### src/rtl/rtc_pkg.sv
// Shared types and BCD helpers for the RTC core.
package rtc_pkg;

  typedef struct packed {
    logic [5:0] hours;
    logic [7:0] minutes;
    logic [7:0] seconds;
  } bcd_time_t;

  localparam logic [7:0] BCD_SEC_MAX  = 8'h59;
  localparam logic [5:0] BCD_HOUR_MAX = 6'h23;

  // Returns {carry, next_digit}; any digit >= 9 rolls over to 0.
  function automatic logic [4:0] bcd_inc(input logic [3:0] digit);
    if (digit >= 4'd9) return {1'b1, 4'd0};
    else return {1'b0, digit + 4'd1};
  endfunction

  function automatic logic [7:0] bcd_byte_inc(input logic [7:0] v);
    logic [4:0] lo;
    lo = bcd_inc(v[3:0]);
    return {v[7:4] + {3'b000, lo[4]}, lo[3:0]};
  endfunction

  function automatic logic [5:0] bcd_hour_inc(input logic [5:0] v);
    logic [4:0] lo;
    lo = bcd_inc(v[3:0]);
    return {v[5:4] + {1'b0, lo[4]}, lo[3:0]};
  endfunction

endpackage

### src/rtl/rtc_timer_ch.sv
// One general-purpose timer channel: period target+1 cycles, one-shot or periodic.
// Event is registered one cycle after count==target; no backpressure.
module rtc_timer_ch
  import rtc_pkg::*;
#(
  parameter int TIMER_W = 17
) (
  input  logic               clk_i,
  input  logic               rst_i,
  input  logic               update_i,
  input  logic               enable_i,
  input  logic               periodic_i,
  input  logic [TIMER_W-1:0] target_i,
  output logic [TIMER_W-1:0] value_o,
  output logic               event_o
);

  logic [TIMER_W-1:0] cnt_q, cnt_d, tgt_q, tgt_d;
  logic               en_q, en_d, per_q, per_d, evt_q, evt_d;

  always_comb begin
    cnt_d = cnt_q;
    tgt_d = tgt_q;
    en_d  = en_q;
    per_d = per_q;
    evt_d = 1'b0;
    if (update_i) begin
      en_d  = enable_i;
      per_d = periodic_i;
      tgt_d = target_i;
      cnt_d = '0;
    end else if (en_q) begin
      if (cnt_q == tgt_q) begin
        evt_d = 1'b1;
        cnt_d = '0;
        if (!per_q) en_d = 1'b0;
      end else begin
        cnt_d = cnt_q + 1'b1;
      end
    end
  end

  always_ff @(posedge clk_i or posedge rst_i) begin
    if (rst_i) begin
      cnt_q <= '0;
      tgt_q <= '0;
      en_q  <= 1'b0;
      per_q <= 1'b0;
      evt_q <= 1'b0;
    end else begin
      cnt_q <= cnt_d;
      tgt_q <= tgt_d;
      en_q  <= en_d;
      per_q <= per_d;
      evt_q <= evt_d;
    end
  end

  assign value_o = cnt_q;
  assign event_o = evt_q;

endmodule

### src/rtl/rtc_clock_mt.sv
// RTC core: BCD time of day, one-shot maskable alarm, NUM_TIMERS timers; events one cycle after match, no backpressure.
// RTC_DAY_CNT_EN adds a 16-bit day counter (day_i/day_o) and a day field in the alarm compare.
module rtc_clock_mt
  import rtc_pkg::*;
#(
  parameter int NUM_TIMERS = 2,
  parameter int TIMER_W    = 17,
  parameter int PRESC_W    = 15
) (
  input  logic                          clk_i,
  input  logic                          rst_i,
  input  logic                          clock_update_i,
  input  logic [21:0]                   clock_i,
  input  logic [PRESC_W-1:0]            init_presc_i,
  output logic [21:0]                   clock_o,
  input  logic                          alarm_update_i,
  input  logic                          alarm_enable_i,
`ifdef RTC_DAY_CNT_EN
  input  logic [3:0]                    alarm_mask_i,
  input  logic [15:0]                   alarm_day_i,
  input  logic [15:0]                   day_i,
  output logic [15:0]                   day_o,
`else
  input  logic [2:0]                    alarm_mask_i,
`endif
  input  logic [21:0]                   alarm_clock_i,
  output logic [21:0]                   alarm_clock_o,
  output logic                          alarm_enable_o,
  input  logic [NUM_TIMERS-1:0]         timer_update_i,
  input  logic [NUM_TIMERS-1:0]         timer_enable_i,
  input  logic [NUM_TIMERS-1:0]         timer_periodic_i,
  input  logic [NUM_TIMERS*TIMER_W-1:0] timer_target_i,
  output logic [NUM_TIMERS*TIMER_W-1:0] timer_value_o,
  output logic [NUM_TIMERS-1:0]         timer_event_o,
  output logic                          alarm_event_o,
  output logic                          irq_o,
  output logic                          update_day_o
);

`ifdef RTC_DAY_CNT_EN
  localparam int AM_W = 4;
  logic [15:0] day_q, day_d, alarm_day_q, alarm_day_d;
`else
  localparam int AM_W = 3;
`endif

  logic [PRESC_W-1:0] presc_q, presc_d;
  bcd_time_t          clock_q, clock_d, clock_nxt, alarm_q, alarm_d;
  logic [AM_W-1:0]    mask_q, mask_d;
  logic               sec_tick, day_wrap, match;
  logic               upd_day_q, upd_day_d;
  logic               alarm_en_q, alarm_en_d, match_q, match_d, alarm_evt_q, alarm_evt_d;

  assign sec_tick = (presc_q == '1);

  // Rollover tests use >= so invalid BCD loads still converge to legal time.
  always_comb begin
    clock_nxt = clock_q;
    day_wrap  = 1'b0;
    if (clock_q.seconds >= BCD_SEC_MAX) begin
      clock_nxt.seconds = '0;
      if (clock_q.minutes >= BCD_SEC_MAX) begin
        clock_nxt.minutes = '0;
        if (clock_q.hours >= BCD_HOUR_MAX) begin
          clock_nxt.hours = '0;
          day_wrap        = 1'b1;
        end else begin
          clock_nxt.hours = bcd_hour_inc(clock_q.hours);
        end
      end else begin
        clock_nxt.minutes = bcd_byte_inc(clock_q.minutes);
      end
    end else begin
      clock_nxt.seconds = bcd_byte_inc(clock_q.seconds);
    end
  end

  always_comb begin
    presc_d   = presc_q + 1'b1;
    clock_d   = clock_q;
    upd_day_d = 1'b0;
    if (clock_update_i) begin
      presc_d = init_presc_i;
      clock_d = bcd_time_t'(clock_i);
    end else if (sec_tick) begin
      clock_d   = clock_nxt;
      upd_day_d = day_wrap;
    end
  end

  always_comb begin
    match = (mask_q[0] || clock_q.seconds == alarm_q.seconds) &&
            (mask_q[1] || clock_q.minutes == alarm_q.minutes) &&
            (mask_q[2] || clock_q.hours   == alarm_q.hours);
`ifdef RTC_DAY_CNT_EN
    match = match && (mask_q[3] || day_q == alarm_day_q);
    day_d       = update_day_o ? day_q + 16'd1 : day_q;
    alarm_day_d = alarm_day_q;
    if (clock_update_i) day_d = day_i;
    if (alarm_update_i) alarm_day_d = alarm_day_i;
`endif
    alarm_evt_d = !alarm_update_i && alarm_en_q && match && !match_q;
    alarm_en_d  = alarm_evt_d ? 1'b0 : alarm_en_q;
    alarm_d     = alarm_q;
    mask_d      = mask_q;
    match_d     = match;
    if (alarm_update_i) begin
      alarm_en_d = alarm_enable_i;
      alarm_d    = bcd_time_t'(alarm_clock_i);
      mask_d     = alarm_mask_i;
      match_d    = 1'b0;
    end
  end

  always_ff @(posedge clk_i or posedge rst_i) begin
    if (rst_i) begin
      presc_q     <= '0;
      clock_q     <= '0;
      upd_day_q   <= 1'b0;
      alarm_q     <= '0;
      mask_q      <= '0;
      alarm_en_q  <= 1'b0;
      match_q     <= 1'b0;
      alarm_evt_q <= 1'b0;
`ifdef RTC_DAY_CNT_EN
      day_q       <= '0;
      alarm_day_q <= '0;
`endif
    end else begin
      presc_q     <= presc_d;
      clock_q     <= clock_d;
      upd_day_q   <= upd_day_d;
      alarm_q     <= alarm_d;
      mask_q      <= mask_d;
      alarm_en_q  <= alarm_en_d;
      match_q     <= match_d;
      alarm_evt_q <= alarm_evt_d;
`ifdef RTC_DAY_CNT_EN
      day_q       <= day_d;
      alarm_day_q <= alarm_day_d;
`endif
    end
  end

  for (genvar n = 0; n < NUM_TIMERS; n++) begin : g_tmr
    rtc_timer_ch #(.TIMER_W(TIMER_W)) u_ch (
      .clk_i      (clk_i),
      .rst_i      (rst_i),
      .update_i   (timer_update_i[n]),
      .enable_i   (timer_enable_i[n]),
      .periodic_i (timer_periodic_i[n]),
      .target_i   (timer_target_i[n*TIMER_W +: TIMER_W]),
      .value_o    (timer_value_o[n*TIMER_W +: TIMER_W]),
      .event_o    (timer_event_o[n])
    );
  end

  assign clock_o        = clock_q;
  assign alarm_clock_o  = alarm_q;
  assign alarm_enable_o = alarm_en_q;
  assign alarm_event_o  = alarm_evt_q;
  assign update_day_o   = upd_day_q;
  // Pure OR of event flops, so irq shares the event cycle exactly.
  assign irq_o          = |timer_event_o | alarm_evt_q;
`ifdef RTC_DAY_CNT_EN
  assign day_o          = day_q;
`endif

endmodule

### config.mk
export PLATFORM = sky130hd
export DESIGN_NAME = rtc_clock_mt
export DESIGN_NICKNAME = d
export VERILOG_FILES = /design/src/rtl/rtc_pkg.sv /design/src/rtl/rtc_timer_ch.sv /design/src/rtl/rtc_clock_mt.sv
export SDC_FILE = /design/constraint.sdc
export NUM_CORES = 1
export LEC_CHECK = 0
export BUFFER_PORTS_ARGS = -buffer_cell sky130_fd_sc_hd__buf_4
export CAP_MARGIN = 30
export CORE_ASPECT_RATIO = 0.7
export CORE_MARGIN = 2
export CORE_UTILIZATION = 30
export CTS_CLUSTER_DIAMETER = 150
export DETAILED_ROUTE_END_ITERATION = 12
export MAX_ROUTING_LAYER = met4
export SETUP_SLACK_MARGIN = 0.4
export SYNTH_ARGS = -nofsm -noshare
export SYNTH_HDL_FRONTEND = slang
export SYNTH_SLANG_ARGS = --single-unit
export TNS_END_PERCENT = 5
### constraint.sdc
create_clock -name clk_i -period 3.65 [get_ports clk_i]
set_input_delay 0.1825 -clock clk_i [delete_from_list [all_inputs] [get_ports clk_i]]
set_output_delay 0.1825 -clock clk_i [all_outputs]
set_load 0.01 [all_outputs]
# Word level (Yosys, flattened, before mapping)

Cells that the tools add are included.

Bits in registers: 140
Input port bits: 107

$add $sub $neg: 9
$lt $le $gt $ge: 6
Eq/ne operators: 6
Multiplexer cells: 45
Bitwise gates (word level): 1
Reductions and logical operators: 19

Operators with widths:

| cell                    | count |
|---|---|
| $mux W17                | 6 |
| $mux W5                 | 9 |
| $mux W22                | 2 |
| $add A17 B1 Y17 const B | 2 |
| $eq A17 B17 Y1          | 2 |
| $mux W1                 | 22 |
| $eq A8 B8 Y1            | 2 |
| $ge A8 B7 Y1 const B    | 2 |
| $mux W8                 | 2 |
| $add A15 B1 Y15 const B | 1 |
| $eq A15 B15 Y1 const B  | 1 |
| $mux W15                | 1 |
| $mux W14                | 1 |
| $add A4 B1 Y4 const B   | 3 |
| $ge A4 B4 Y1 const B    | 3 |
| $mux W6                 | 2 |
| $reduce_bool A2 Y1      | 6 |
| $add A4 B1 Y4           | 2 |
| $eq A6 B6 Y1            | 1 |
| $ge A6 B6 Y1 const B    | 1 |
| $logic_and A1 B1 Y1     | 5 |
| $logic_or A1 B1 Y1      | 3 |
| $reduce_and A3 Y1       | 1 |
| $add A2 B1 Y2           | 1 |
| other kinds (4)         | 5 |

# Logic depth before layout (Yosys ltp)

Word-level depth: 11
Gate-level depth with buffers: 9
Depth with buffers taken out: 9

# Hierarchy

From an unflattened synthesis, not the netlist that was laid out.

Cells, all modules: 696
Area, all modules: 7,632.3 µm²

By module, submodules not included:

| module       | instances | cells an instance | area an instance (µm²) | seq. area each (µm²) |
|---|---|---|---|---|
| rtc_timer_ch | 2         | 179               | 2,054.5                | 925.9 |
| rtc_clock_mt | 1         | 338               | 3,523.4                | 1,651.6 |

# Worst setup path after synthesis

No wires, ideal clock.

Path kind: register -> register
Start: reg clock_q, in the netlist clock_o[1]
End: reg clock_q, in the netlist clock_o[5]
Arrival time: 1.986 ns
Slack: 1.530 ns
Cell stages (with the launch flop): 10
Path buffers: 0
Clock period less this slack: 2.120 ns
Cells stage by stage: dfrtp_1 -> inv_1 -> ha_1 -> or3b_1 -> and2_1 -> ha_1 -> ha_1 -> and3_1 -> a21oi_1 -> o21ai_0

Longest elaborated chain between the ends: 7
Elaborated cells between the ends (all ways): 8

RTL lines:

| item                     | RTL line            | source |
|---|---|---|
| start: declaration       | rtc_clock_mt.sv:48  | `bcd_time_t clock_q, clock_d, clock_nxt, alarm_q, alarm_d;` |
| start signal: assignment | rtc_clock_mt.sv:131 | `clock_q <= clock_d;` |
| $ge A4 B4 Y1             | rtc_pkg.sv:15       | `if (digit >= 4'd9) return {1'b1, 4'd0};` |
| $mux W5                  | rtc_pkg.sv:15       |  |
| $mux W5                  | rtc_clock_mt.sv:60  | `if (clock_q.seconds >= BCD_SEC_MAX) begin` |
| $add A4 B1 Y4            | rtc_pkg.sv:22       | `return {v[7:4] + {3'b000, lo[4]}, lo[3:0]};` |
| $mux W8 (*)              | rtc_clock_mt.sv:60  |  |
| $mux W22 (*)             | rtc_clock_mt.sv:85  | `end else if (sec_tick) begin` |
| $mux W22 (*)             | rtc_clock_mt.sv:82  | `if (clock_update_i) begin` |

Every way passes the cells marked *; elsewhere a longest branch is shown, timed or not. The select of a mux whose other input is x is not followed.
A chain may end at the register's enable or synchronous reset.

# Final worst setup path

Start: reg g_tmr[0].u_ch.cnt_q[14]
End: reg g_tmr[0].u_ch.cnt_q[4]

Longest elaborated chain between the ends: 4

RTL lines:

| item                     | RTL line           | source |
|---|---|---|
| start: declaration       | rtc_timer_ch.sv:18 | `logic [TIMER_W-1:0] cnt_q, cnt_d, tgt_q, tgt_d;` |
| start signal: assignment | rtc_timer_ch.sv:51 | `cnt_q <= cnt_d;` |
| $eq A17 B17 Y1           | rtc_timer_ch.sv:33 | `if (cnt_q == tgt_q) begin` |
| $mux W17                 | rtc_timer_ch.sv:33 |  |
| $mux W17                 | rtc_timer_ch.sv:32 | `end else if (en_q) begin` |
| $mux W17                 | rtc_timer_ch.sv:27 | `if (update_i) begin` |

No other way between the ends. The select of a mux whose other input is x is not followed.

==> flow_summary.yaml <==
outcome:
  outcome: "complete, but fails checks"
  violations: "negative hold slack"
route:
  ant_nets: 0
  wirelength_um: 21520
  viasPerCell: 4.769
  num_vias: 6204
  first_pass_iters: 4
  drtIter0Drc: 350
  drc: 0
  wl_per_cell_um: 16.54
synth:
  syn_nets: 820
  syn_area_mm2: 0.007320
  syn_inst: 696
  yosysUniqueCellTypes: 62
  synth_seq_cells: 140
  synthArstFlopShare: 1.000
  yosysWarnings: 0
  ys_seq_area_frac: 0.4786
  syn_area_per_cell_um2: 10.52
  synth_edf_count: 0
  synth_ff_type: "dfrtp_1"
cts:
  htree_levels: 4
  insertion_delay_ps: 430
  cts.reportedPaths.clkPinSlew_ps: 60
  cts_root_buf: "clkbuf_16"
  tritoncts: "built"
  cts_sinks: 140
  clk_path_buf_depth: 2
  cts-buffers-inserted: 17
global_route:
  grt_first_pass_wirelength_um: 33690
  grt.overflow.total: 0
  antenna_found_initial: 1
  grt_pass1_vias: 6215
  grt_max_degree: 141
  grt_use_total: 0.1753
cells_and_area:
  nets: 1093
  fin_area_mm2: 0.01058
  multi_input_comb_area_mm2: 0.003615
  fill_cells: 2215
  layout_common_cells: "190 x buf_4, 140 x dfrtp_1, 94 x dlygate4sd3_1"
  area_delta_synth_final_pct: 44.53
  regArea_mm2: 0.003503
  layout-drive-gt1-share: 0.3096
  final_common_cell: "buf_4"
floorplan:
  core-area_mm2: 0.02382
  fp.dieW_um: 190.7
  start_util: 0.3073
  io_pins: 191
  rows: 47
  die_h_um: 134.7
  die-area_mm2: 0.02568
job:
  maxCapViolCount: 0
worst_setup_path:
  r2r_slack_ps: 1350
  worst-setup-path-type: "flop to flop"
  critical_path_required_ps: 3950
  timing.rr.start: "g_tmr[0].u_ch.value_o[14]$_DFFE_PP0P_"
  cp-startpoint: "g_tmr[0].u_ch.value_o[14]$_DFFE_PP0P_"
  rr_worst_depth: 5
  worstReg2RegEnd: "g_tmr[0].u_ch.value_o[4]$_DFFE_PP0P_"
  worstSetupEndpoint: "g_tmr[0].u_ch.value_o[4]$_DFFE_PP0P_"
  arrival_ps: 2600
  crit_fanout: 18
  end_kind: "flop"
  start_kind: "flop"
sta:
  skew_ps: 9.972
  fmax_mhz: 434.4
  hold-worst-slack_ps: -50.45
  slew_violations: 0
  setup_tns_ps: 0
  slew-limit-headroom: 0.4559
  post-route-period-util: 0.6307
  rsz0062_at_grt: "no"
  final-hold-violation-count: 8
  setup_viol: 0
  tightest_slew_ps: 816.2
  finalCriticalPeriod_ps: 2302
power:
  p_leak_nw: 4.721
  internal-power_mw: 3.229
  p_sw_mw: 1.200
  pwr-share-comb: 0.170
  p_sw_frac: 0.2710
  clockPowerShare: 0.411
  pwr-share-seq: 0.420
  ir_drop_uv: 334.8
  powerDensity_mw_per_mm2: 418.7
placed_design:
  gp_congestion: 0.8307
  place_area_mm2: 0.009022
  dp_hpwl_um: 14700
  io_buffers: 190
min_path:
  hp-class: "primary input to async pin"
[per-stage QoR]
stage | cells | hold WS (ps) | power, mW | worst slack, ps | util
2_1_floorplan | 696 | 299.3 | 2.233 | 1530 | -
3_3_place_gp | 1174 | 392.0 | 2.544 | 1437 | 0.3788
3_5_place_dp | 1174 | 393.8 | 2.554 | 1395 | 0.3788
4_1_cts | 1300 | 3.420 | 4.481 | 1370 | 0.4441
5_1_grt | 1301 | 18.62 | 4.634 | 1182 | 0.4442
6_report | 1301 | -50.45 | 4.429 | 1348 | 0.4442
[area by class of cell]
| cell class | instances | area share |
|---|---|---|
| timing repair buffer | 285 | 0.2257 |
| clock buffer | 22 | 0.04483 |
| clock inverter | 10 | 0.01313 |
| tap | 318 | 0.03761 |
| inverter | 15 | 0.005677 |
| antenna | 1 | 0.0002365 |
| multi-input combinational | 510 | 0.3417 |
| sequential | 140 | 0.3312 |
[cell families after synthesis]
family          after synthesis  share of synthesized area
fa+ha+maj                    17                    0.02906
mux                          63                    0.09675
simple gates                238                     0.1761
flops                       140                     0.4786
xor+xnor                     83                    0.09932
buf+inv                      46                    0.02752
compound gates              109                    0.09265
[power groups by stage]
stage | sequential [mW] | clock [mW] | combinational, mW
after floorplan | 1.85 | 0 | 0.378
after global placement | 1.88 | 0 | 0.662
after detailed placement | 1.88 | 0 | 0.672
after CTS | 1.86 | 1.87 | 0.757
after global routing | 1.88 | 1.92 | 0.835
final | 1.86 | 1.82 | 0.751
[critical path, cell delays in order (launching register included)]
cell,delay (ps)
dfrtp_1,470
xor2_1,200
nor4_1,420
nand4_2,520
o21bai_2,450
nor2_1,100
[synth_stat cells (13+ instances only)]
cell	n	area (um^2)
nor3_1	13	65.06
xor2_1	56	490.5
ha_1	17	212.7
mux2_2	62	698.2
nor2_1	41	153.9
nand2_1	66	247.7
xnor2_1	27	236.5
dfrtp_1	140	3503
nor4_1	18	112.6
inv_1	15	56.30
a21oi_1	21	105.1
clkbuf_1	19	71.32
nand3_1	27	135.1
o21ai_0	43	215.2
[what timing repair did]
action                    in CTS  in global routing
gates resized for setup        0                  0
buffers inserted               0                  0
hold buffers                  94                  0
hold endpoints to repair      94                  0
[how the worst min path moves through the flow]
stage                          start                               to  depth (start not counted)
floorplan           init_presc_i[13]            presc_q[13]$_DFF_PP0_                          2
global placement     init_presc_i[2]             presc_q[2]$_DFF_PP0_                          3
detailed placement   init_presc_i[2]             presc_q[2]$_DFF_PP0_                          3
CTS                      clock_i[21]          clock_o[21]$_DFFE_PP0P_                          3
global route             clock_i[21]          clock_o[21]$_DFFE_PP0P_                          3
finish                         rst_i  g_tmr[0].u_ch.event_o$_DFF_PP0_                          3
[state kept, by name (all words and copies together), names as in the netlist]
register            count
update_day_o            1
match_q                 1
g_tmr.u_ch.tgt_q       34
alarm_enable_o          1
alarm_clock_o          22
g_tmr.u_ch.per_q        2
clock_o                22
mask_q                  3
g_tmr.u_ch.event_o      2
presc_q                15
g_tmr.u_ch.en_q         2
alarm_event_o           1
g_tmr.u_ch.value_o     34
[metal layers]
layer | share of wire | vias up | track usage
met4 | 0.012 | 0 | 0.04780
met5 | 0 | - | -
met3 | 0.056 | 16 | 0.04470
met1 | 0.50 | 2984 | 0.2446
met2 | 0.44 | 187 | 0.2517
li1 | - | 3017 | -
Note: power is estimated with default switching activity, not from simulation.
